File: src/rtl/lazer_pkg.sv
// Shared constants and types for the laser fire-control slice.
package lazer_pkg;

  localparam int unsigned COORD_W        = 11;
  localparam int unsigned Y_MIN          = 247;
  localparam int unsigned PARK_X         = 1050;
  localparam int unsigned PARK_Y         = 128;
  localparam int unsigned NUM_LAZERS_DEF = 4;

  typedef enum logic {SCHED_IDLE, SCHED_COOL} sched_state_e;

endpackage

File: src/rtl/rr_pick.sv
// Combinational round-robin first-free finder: searches upward from ptr, wrapping.
module rr_pick
  import lazer_pkg::*;
#(
  parameter int unsigned N = 4,
  localparam int unsigned IdxW = $clog2(N)
) (
  input  logic [N-1:0]    free,
  input  logic [IdxW-1:0] ptr,
  output logic            found,
  output logic [IdxW-1:0] idx
);

  logic [IdxW:0]   sum;
  logic [IdxW-1:0] j;

  // Walk offsets from farthest to nearest so the nearest free slot wins.
  always_comb begin
    found = 1'b0;
    idx   = '0;
    sum   = '0;
    j     = '0;
    for (int i = int'(N) - 1; i >= 0; i--) begin
      sum = {1'b0, ptr} + (IdxW+1)'(i);
      if (sum >= (IdxW+1)'(N)) sum = sum - (IdxW+1)'(N);
      j = sum[IdxW-1:0];
      if (free[j]) begin
        found = 1'b1;
        idx   = j;
      end
    end
  end

endmodule

File: src/rtl/lazer_scheduler.sv
// Fire-control scheduler: allocates laser mover slots round-robin on button presses,
// enforces a refire cooldown and mirrors each mover's retire rule into a busy map.
module lazer_scheduler #(
  parameter int unsigned NUM_LAZERS     = lazer_pkg::NUM_LAZERS_DEF,
  parameter int unsigned COOLDOWN_TICKS = 6,
  parameter int unsigned Y_MIN          = lazer_pkg::Y_MIN,
  parameter int unsigned COORD_W        = lazer_pkg::COORD_W
) (
  input  logic                          clk,
  input  logic                          rst,
  input  logic                          en,
  input  logic                          move,
  input  logic                          fire_btn,
  input  logic [NUM_LAZERS*COORD_W-1:0] slot_y,
  input  logic [NUM_LAZERS-1:0]         slot_hit,
  output logic [NUM_LAZERS-1:0]         fire,
  output logic [NUM_LAZERS-1:0]         busy,
  output logic                          cooling,
  output logic                          dropped,
  output logic [15:0]                   shots
);
  import lazer_pkg::*;

  localparam int unsigned PtrW = $clog2(NUM_LAZERS);
  localparam int unsigned CdW  = (COOLDOWN_TICKS > 0) ? $clog2(COOLDOWN_TICKS + 1) : 1;

  sched_state_e          state_q;
  logic                  btn_q;
  logic [PtrW-1:0]       rr_ptr_q;
  logic [CdW-1:0]        cd_cnt_q;
  logic [NUM_LAZERS-1:0] fire_q, busy_q;
  logic                  dropped_q;
  logic [15:0]           shots_q;

  logic                  rise, grant, pick_found;
  logic [PtrW-1:0]       pick_idx, ptr_next;
  logic [NUM_LAZERS-1:0] free_mask, grant_vec, retire;

  assign free_mask = ~busy_q;

  rr_pick #(
    .N(NUM_LAZERS)
  ) u_pick (
    .free  (free_mask),
    .ptr   (rr_ptr_q),
    .found (pick_found),
    .idx   (pick_idx)
  );

  always_comb begin
    rise      = fire_btn & ~btn_q;
    grant     = rise & en & (state_q == SCHED_IDLE) & pick_found;
    grant_vec = grant ? (NUM_LAZERS'(1) << pick_idx) : '0;
    ptr_next  = (pick_idx == PtrW'(NUM_LAZERS - 1)) ? '0 : pick_idx + PtrW'(1);
    // The fire-cycle mover is still parked below Y_MIN, so ~fire_q guards a false retire.
    retire = '0;
    for (int i = 0; i < int'(NUM_LAZERS); i++) begin
      retire[i] = move & busy_q[i] & ~fire_q[i] &
                  (slot_hit[i] | (slot_y[i*COORD_W +: COORD_W] < COORD_W'(Y_MIN)));
    end
  end

  always_ff @(posedge clk or posedge rst) begin
    if (rst) begin
      state_q   <= SCHED_IDLE;
      btn_q     <= 1'b1;
      rr_ptr_q  <= '0;
      cd_cnt_q  <= '0;
      fire_q    <= '0;
      busy_q    <= '0;
      dropped_q <= 1'b0;
      shots_q   <= '0;
    end else begin
      btn_q     <= fire_btn;
      fire_q    <= grant_vec;
      dropped_q <= rise & ~grant;
      busy_q    <= (busy_q & ~retire) | grant_vec;
      if (grant) begin
        rr_ptr_q <= ptr_next;
        shots_q  <= shots_q + 16'd1;
      end
      if (!en) begin
        state_q  <= SCHED_IDLE;
        cd_cnt_q <= '0;
      end else begin
        case (state_q)
          SCHED_IDLE: begin
            if (grant) begin
              state_q  <= SCHED_COOL;
              cd_cnt_q <= CdW'(COOLDOWN_TICKS);
            end
          end
          SCHED_COOL: begin
            if (cd_cnt_q == '0) state_q <= SCHED_IDLE;
            else if (move)      cd_cnt_q <= cd_cnt_q - CdW'(1);
          end
          default: state_q <= SCHED_IDLE;
        endcase
      end
    end
  end

  assign fire    = fire_q;
  assign busy    = busy_q;
  assign cooling = (state_q == SCHED_COOL);
  assign dropped = dropped_q;
  assign shots   = shots_q;

endmodule

File: config.mk
export PLATFORM = sky130hd
export DESIGN_NAME = lazer_scheduler
export DESIGN_NICKNAME = d
export VERILOG_FILES = /design/src/rtl/lazer_pkg.sv /design/src/rtl/rr_pick.sv /design/src/rtl/lazer_scheduler.sv
export SDC_FILE = /design/constraint.sdc
export NUM_CORES = 1
export LEC_CHECK = 0
export CAP_MARGIN = 20
export CORE_MARGIN = 5
export CORE_UTILIZATION = 50
export CTS_BUF_LIST = sky130_fd_sc_hd__clkbuf_4 sky130_fd_sc_hd__clkbuf_8 sky130_fd_sc_hd__clkbuf_16
export DETAILED_ROUTE_END_ITERATION = 10
export DONT_BUFFER_PORTS = 1
export GPL_TIMING_DRIVEN = 1
export HOLD_SLACK_MARGIN = 0.06
export PLACE_DENSITY_LB_ADDON = 0.05
export SETUP_SLACK_MARGIN = 0.4
export SLEW_MARGIN = 20
export SYNTH_ARGS = -nofsm -noshare
export SYNTH_HDL_FRONTEND = slang
export SYNTH_SLANG_ARGS = --single-unit
File: constraint.sdc
create_clock -name clk -period 4.29 [get_ports clk]
set_input_delay 0.858 -clock clk [delete_from_list [all_inputs] [get_ports clk]]
set_output_delay 0.858 -clock clk [all_outputs]
set_load 0.03 [all_outputs]
# Word level (Yosys, flattened, before mapping)
# Index checks and enable logic that the tools add are counted.
# Widths: inputs -> output; s select.
# op_classes
eq_ne	4
magnitude_cmp	12
reduce_logical	2
bitwise	32
add_sub_neg	10
n_mux	31
shift	1
# op_table
operator	count
$lt 11x8->1 const B	4
$mux 2	9
$and 1x1->1	17
$add 16x1->16 const B	1
$lt 2x3->1 const B	4
$mux 3	4
$mux 1	11
$ge 3x3->1 const B	3
$ne 3x3->1 const B	3
$bmux 1 s2	4
$not 4->4	2
$sub 2x1->2 const B	4
$not 1->1	7
$add 2x2->3 const B	2
$pmux 3 s2	1
$and 4x4->4	1
$mux 4	1
$or 1x1->1	4
$or 4x4->4	1
$shl 1x2->4 const A	1
$add 2x1->3 const B	1
$ge 2x3->1 const B	1
$logic_not 3->1	1
$reduce_and 3->1	1
other kinds (4)	4
# totals
ff_bits	32
input_bits	53
word_cells	100

# Longest topological paths before layout
# Gate-level depths: netlist (run 1).
# logic_depth
word_depth	13
ltp_mapped	7

# Cells and area by module
# A second synthesis (run 1) with hierarchy kept.
# unflattened
cells_unflattened	163
area_unflattened_um2	1725.4
# modules_own_cells
mod	area_each_um2	cells_each	instances	seq_area_each_um2
lazer_scheduler	1647.8	150	1	802.0
rr_pick	77.6	13	1	0.0

# Least setup slack after synthesis (run 1)
# OpenSTA, ideal clock, no wires.
# synth_path
path_type	input to register
from	input port slot_y[10]
to	register busy_q[0], in the netlist busy[0]
setup_time_ns	0.120
path_stages	3
required_time_ns	4.170
arrival_time_ns	1.814
slack_ns	2.356
path_cell_list	or3_1 or4_1 a31o_2
# synth_via
elab_chain_len	6
# synth_lines
element	line_no	source
start: declaration	lazer_scheduler.sv:14	input logic [NUM_LAZERS*COORD_W-1:0] slot_y,
$lt 11x8->1	lazer_scheduler.sv:59	(slot_hit[i] | (slot_y[i*COORD_W +: COORD_W] < COORD_W'(Y_MIN)));
$or 1x1->1	lazer_scheduler.sv:59	
$and 1x1->1	lazer_scheduler.sv:58	retire[i] = move & busy_q[i] & ~fire_q[i] &
$not 4->4	lazer_scheduler.sv:77	busy_q <= (busy_q & ~retire) | grant_vec;
$and 4x4->4	lazer_scheduler.sv:77	
$or 4x4->4	lazer_scheduler.sv:77	
end signal: assignment	lazer_scheduler.sv:77	
end: declaration	lazer_scheduler.sv:31	logic [NUM_LAZERS-1:0] fire_q, busy_q;
# Every way passes these cells.
# A chain may end at the register's enable or synchronous reset.

# Worst setup path in the final report (run 1)
# layout_path
from	register busy_q[0], in the netlist busy[0]
to	register busy_q[0], in the netlist busy[0]
# layout_via
elab_chain_len	10
word_cells_on_any_way	26
cone_classes	shift: 1; mux: 17; bitwise: 8
# layout_lines
element	line_no	source
$not 4->4 *	lazer_scheduler.sv:39	assign free_mask = ~busy_q;
$bmux 1 s2	rr_pick.sv:27	if (free[j]) begin
$mux 1 (implied by the code)	rr_pick.sv:27	
$mux 2 / $mux 1 (equally long branches) (4 in a row)	rr_pick.sv:27	
$shl 1x2->4 / $and 1x1->1 (equally long branches)	lazer_scheduler.sv:53, lazer_scheduler.sv:52	
$mux 4 *	lazer_scheduler.sv:53	grant_vec = grant ? (NUM_LAZERS'(1) << pick_idx) : '0;
named net grant_vec[0]	lazer_scheduler.sv:37	logic [NUM_LAZERS-1:0] free_mask, grant_vec, retire;
$or 4x4->4 *	lazer_scheduler.sv:77	
# The timed path passes the listed nets; every way through them passes the cells marked *. The select of a mux whose other input is x is not followed.

==> results of run 1 <==
## sequential cells by signal, summed over array words and instances, names as in the netlist
register and count:
busy 4, btn_q 1, cooling 1, rr_ptr_q 2, shots 16, dropped 1, fire 4, cd_cnt_q 3
## per-layer routing
layer	GRT usage (%)	part of all wire, %	up-vias	routed length [um]
met5	0	0	-	0
met4	6.70	1.4	0	51
met3	6.48	9.0	7	335
met2	29.0	50	40	1870
met1	19.7	39	625	1450
li1	-	-	588	-
## synth_stat cells, drive strengths merged
| cell | n |
|---|---|
| dfrtp | 31 |
| nand2 | 14 |
| nand4 | 11 |
| nor2 | 10 |
| xnor2 | 9 |
| ha | 7 |
| inv | 7 |
| xor2 | 6 |
| a31oi | 5 |
| and3 | 5 |
| o21ai | 5 |
| a31o | 4 |
| nand2b | 4 |
| nand3 | 4 |
| nand3b | 4 |
| or3 | 4 |
| or4 | 4 |
| buf | 3 |
| a21boi | 2 |
| and2 | 2 |
| and4 | 2 |
| mux2 | 2 |
| nor2b | 2 |
| nor3 | 2 |
| o21a | 2 |
| a211o | 1 |
| a21oi | 1 |
| a22o | 1 |
| a32oi | 1 |
| and4bb | 1 |
| dfstp | 1 |
| nor3b | 1 |
| o221ai | 1 |
| o31ai | 1 |
| or2b | 1 |
## path summary, 6_finish.rpt
check	from	end	slack, ns	cells after the start
setup / recovery	busy[0]	busy[0]	2.11	7
hold / removal	rst	shots[13]	0.49	1
setup reg to reg	busy[0]	busy[0]	2.11	7
hold reg to reg	cd_cnt_q[1]	cd_cnt_q[1]	0.56	2
max in group asynchronous	rst	btn_q	3.06	2
min in group clk	fire_btn	btn_q	0.52	0
## cell type report
type,instances,area [sq um]
Sequential cell,32,802
Timing Repair Buffer,1,7.51
Tap cell,46,57.6
Clock buffer,6,45.0
Fill cell,321,1500
Inverter,7,26.3
Multi-Input combinational cell,119,861
Clock inverter,2,35.0
## critical path: cells and delay by family, from the launching register on
family | cells | cell delay [ns]
AOI/OAI and AO/OA | 4 | 0.80
DFF | 1 | 0.66
and+or+nand+nor | 2 | 0.38
adders and majority gates | 1 | 0.23
## report_power, final
group / switching [mW] / internal (mW)
Combinational: 0.0765 / 0.0811
Clock: 0.101 / 0.128
Sequential: 0.149 / 0.346
## logic make-up after synthesis
logic type	Yosys count
AOI/OAI and AO/OA	24
muxes	2
buffers and inverters	10
adders and majority gates	7
and+or+nand+nor	71
xor gates and xnor gates	15
DFF	32
## per-stage QoR
step           utilization (%)  instance area, sq um
6_report                  55.0                  1830
5_1_grt                   55.0                  1830
2_1_floorplan                -                  1720
3_3_place_gp              52.6                  1750
3_5_place_dp              52.6                  1750
4_1_cts                   55.0                  1830
==> flow_summary.yaml, run 1 <==
synth:
  synth_compound_area_share_pct: 9.90
  syn-num-nets: 221
  synth_top_family_by_area: "simple AND/OR/NAND/NOR gates"
  synth-seq-cells: 32
  syn_area_per_cell_sq_um: 10.7
  yosys-top-cells-area: "dfrtp_1 (45%), ha_1 (5.1%), xnor2_1 (4.6%)"
  syn_area_sq_um: 1720
  yosysWarnings: 0
  postSynthCellCount: 161
  ys_seq_area_share_pct: 46.7
  synthMuxAreaShare_pct: 1.53
  synth-adder-area-share_pct: 5.09
  synth_top_area_share_pct: 45.1
  synth_top_area_cell: "dfrtp_1"
  synthXorXnorAreaFrac_pct: 7.64
  synth-simple-area-share_pct: 25.9
  yosysUniqueCellTypes: 41
placement:
  post-place-ws_ns: 2.17
  place_congestion: 0.779
  io_buffers: 0
  place_inst: 205
  post-dp-hpwl_um: 2850
cts:
  cts_root_buf: "clkbuf_4"
  post-cts-setup-buffers: 0
  cts_hold_buf: 0
  cts_buffer_depth: 2
  clk_transition_reported_paths_ns: 0.10
  htree_levels: 2
  insertion_delay_ns: 0.32
  cts_made_buffers: 5
  cts_sinks: 32
  ctsResizeCount: 0
  cts_tree: "built"
route:
  drt_wl_total_um: 3710
  wl_per_cell_um: 17.4
  first_pass_iters: 4
  vias: 1260
  ant_nets: 0
  drtIter0Drc: 9
  route.detailed.drc: 0
  via_per_inst: 5.92
timing:
  setup_viol: 0
  setup_slack_ns: 2.11
  max-slew-margin-rel_pct: 57.1
  hold-worst-slack_ns: 0.494
  fin_crit_sh_pct: 50.7
  tns_ns: 0
  max_clock_freq_mhz: 459
  finClkSkew_ns: 0.00381
  hold_violations: 0
  worst_pin_slew_ns: 0.643
  finalCriticalPeriod_ns: 2.18
  report.final.slew_viol_count: 0
  rsz0062_at_grt: "false"
worst_setup_path:
  slowest_stage: "dfrtp_1"
  worstSetupEndpointType: "flip-flop"
  cp-start-kind: "flip-flop"
  cp_common_cell: "o21ai_0"
  cp_slowest_stage_delay_ns: 0.66
  crit_required_ns: 4.51
  path_cells: "nand2b_1, a21boi_0, o21ai_0, o21ai_0, ha_1, and3_2, a31o_2"
  critPathKind: "flip-flop to flip-flop"
  cp_data_arrival_time_ns: 2.40
  cp_max_fo: 6
die:
  die_area_sq_um: 4710
  io_pins: 79
  die_h_um: 68.6
  initial_utilization_pct: 51.5
  num_rows: 21
  core_sq_um: 3340
  die_w_um: 68.6
grt:
  grt_use_total_pct: 17.2
  gr-total-overflow: 0
  grt_start_max_net_pins: 18
  first_global_vias: 1301
  grt_pass1_wl_um: 5950
  antenna_found_initial: 0
pwr:
  p_total_mw: 0.882
  leakage_nw: 0.831
  p_per_area_nw_per_um2: 481
  peakVddDrop_mv: 0.282
finish:
  mostFrequentLayoutCell: "dfrtp_1"
  most-common-layout-cells: "dfrtp_1 (31), nand2_1 (13), nor2_1 (10)"
  area_growth_pct: 6.70
  nets: 226
  drive_gt1_share_pct: 15.0
  diodes: 0
  stdcell_count: 213
flow_run:
  drv_cap: 0
hold_path:
  hold_class: "input port to asynchronous set/reset pin"
run_status:
  status: "complete, no violations"
No activity file was read; power rests on OpenSTA's default activity.
==> run 2, diff against run 1 <==
==> constraint.sdc (replaced) <==
create_clock -name clk -period 1.8 [get_ports clk]
set_input_delay 0.36 -clock clk [delete_from_list [all_inputs] [get_ports clk]]
set_output_delay 0.36 -clock clk [all_outputs]
set_load 0.03 [all_outputs]
==> run 2 against run 1 <==
  * Critical path type unchanged
  * Critical endpoint is now busy[1]
  * Largest power group unchanged
  * Clock skew increased by 0.0027 ns
  * Clock-buffer cell count grew 2
  * Register-to-register slack got worse by 2.0 ns
==> flow_summary.yaml, run 2 (synthesis results as in run 1) <==
timing:
  worst_pin_slew_ns: 0.395
  tns_ns: 0
  max-slew-margin-rel_pct: 73.6
  hold_violations: 0
  fin_crit_sh_pct: 92.9
  report.final.slew_viol_count: 0
  finalCriticalPeriod_ns: 1.67
  max_clock_freq_mhz: 598
  setup_viol: 0
  rsz0062_at_grt: "true"
  finClkSkew_ns: 0.00651
  setup_slack_ns: 0.127
  hold-worst-slack_ns: 0.136
worst_setup_path:
  critPathKind: "flip-flop to flip-flop"
  reg2reg_depth: 6
  cp_max_fo: 4
  worstSetupEndpointType: "flip-flop"
  cp_data_arrival_time_ns: 1.88
  r2r_slack_ns: 0.13
  worstReg2RegStart: "rr_ptr_q[1]"
  timing.rr.end: "busy[1]"
  crit_required_ns: 2.01
  cp-start-kind: "flip-flop"
die:
  num_rows: 21
  core_sq_um: 3340
  die_area_sq_um: 4710
  die_w_um: 68.6
  initial_utilization_pct: 51.5
  die_h_um: 68.6
  io_pins: 79
finish:
  mostFrequentLayoutCell: "buf_4"
  stdcell_area_sq_um: 2360
  stdcell_count: 252
  largest_reg_flops: 16
  diodes: 0
  area_growth_pct: 37.3
  most-common-layout-cells: "buf_4 (30), dfrtp_1 (19), dfrtp_2 (12)"
  drive_gt1_share_pct: 49.5
  nets: 265
  fin_util_pct: 70.8
cts:
  cts_made_buffers: 5
  htree_levels: 2
  insertion_delay_ns: 0.31
  cts_tree: "built"
  cts_root_buf: "clkbuf_4"
  clk_transition_reported_paths_ns: 0.09
  cts_buffer_depth: 2
  cts_sinks: 32
placement:
  io_buffers: 0
  place_congestion: 0.779
  post-place-ws_ns: 0.0852
  place_inst: 218
  dpl-instance-area_sq_um: 1940
  post-dp-hpwl_um: 2960
grt:
  grt_use_total_pct: 18.8
  gr-total-overflow: 0
  antenna_found_initial: 0
  first_global_vias: 1417
  grt_pass1_wl_um: 6590
  grt_start_max_net_pins: 17
run_status:
  status: "complete, no violations"
hold_path:
  hold_class: "input port to flip-flop"
  worstHoldStart: "en"
  hold_path_depth: 2
  holdPathEnd: "cd_cnt_q[2]"
route:
  wl_per_cell_um: 17.0
  route.detailed.drc: 0
  drt_wl_total_um: 4290
  ant_nets: 0
  drtIter0Drc: 44
  via_per_inst: 5.60
  vias: 1411
  first_pass_iters: 4
flow_run:
  drv_cap: 0
pwr:
  peakVddDrop_mv: 0.822
  p_per_area_nw_per_um2: 1060
  leakage_nw: 1.06
  p_total_mw: 2.49
run 2: area by class of cell:
class,count,area [sq um]
well taps,46,57.6
fillers,263,976
clock buffers,8,66.3
multi-input cells,119,1050
flip-flops and latches,32,817
inverters,7,26.3
repair buffers,40,344
run 2: worst max-delay path, stage by stage, from the launching register on:
cell,delay [ns]
dfrtp_2,0.45
mux2_4,0.32
o221ai_4,0.18
inv_2,0.09
ha_2,0.18
and3_4,0.14
a31o_2,0.20
run 2: per-layer routing:
metal	wire length [um]	global-route usage, %
met5	0	0
met4	0	4.22
met3	264	5.19
met2	2400	34.3
met1	1620	21.5
run 2: worst max path at each step:
stage                      from       to  slack, ns  cells past startpoint
global placement    rr_ptr_q[1]  busy[1]       0.13                      6
floorplan               busy[0]  busy[1]       0.15                      6
detailed placement  rr_ptr_q[1]  busy[1]       0.09                      6
CTS                 rr_ptr_q[1]  busy[1]       0.14                      6
global route        rr_ptr_q[1]  busy[1]       0.07                      6
finish              rr_ptr_q[1]  busy[1]       0.13                      6
run 2: what timing repair did:
action / 4_1_cts / 5_1_grt
hold endpoints to repair: 32 / 0
setup buffers: 16 / 8
gates cloned: 0 / 0
hold buffers: 2 / 0
pin swaps: 11 / 15
resized for setup: 16 / 23
endpoints found under the setup margin: 26 / 29
run 2: power breakdown:
group	internal (mW)	total [mW]	switching, mW
clock network	0.223	0.443	0.220
logic	0.505	0.972	0.467
registers	0.842	1.08	0.236
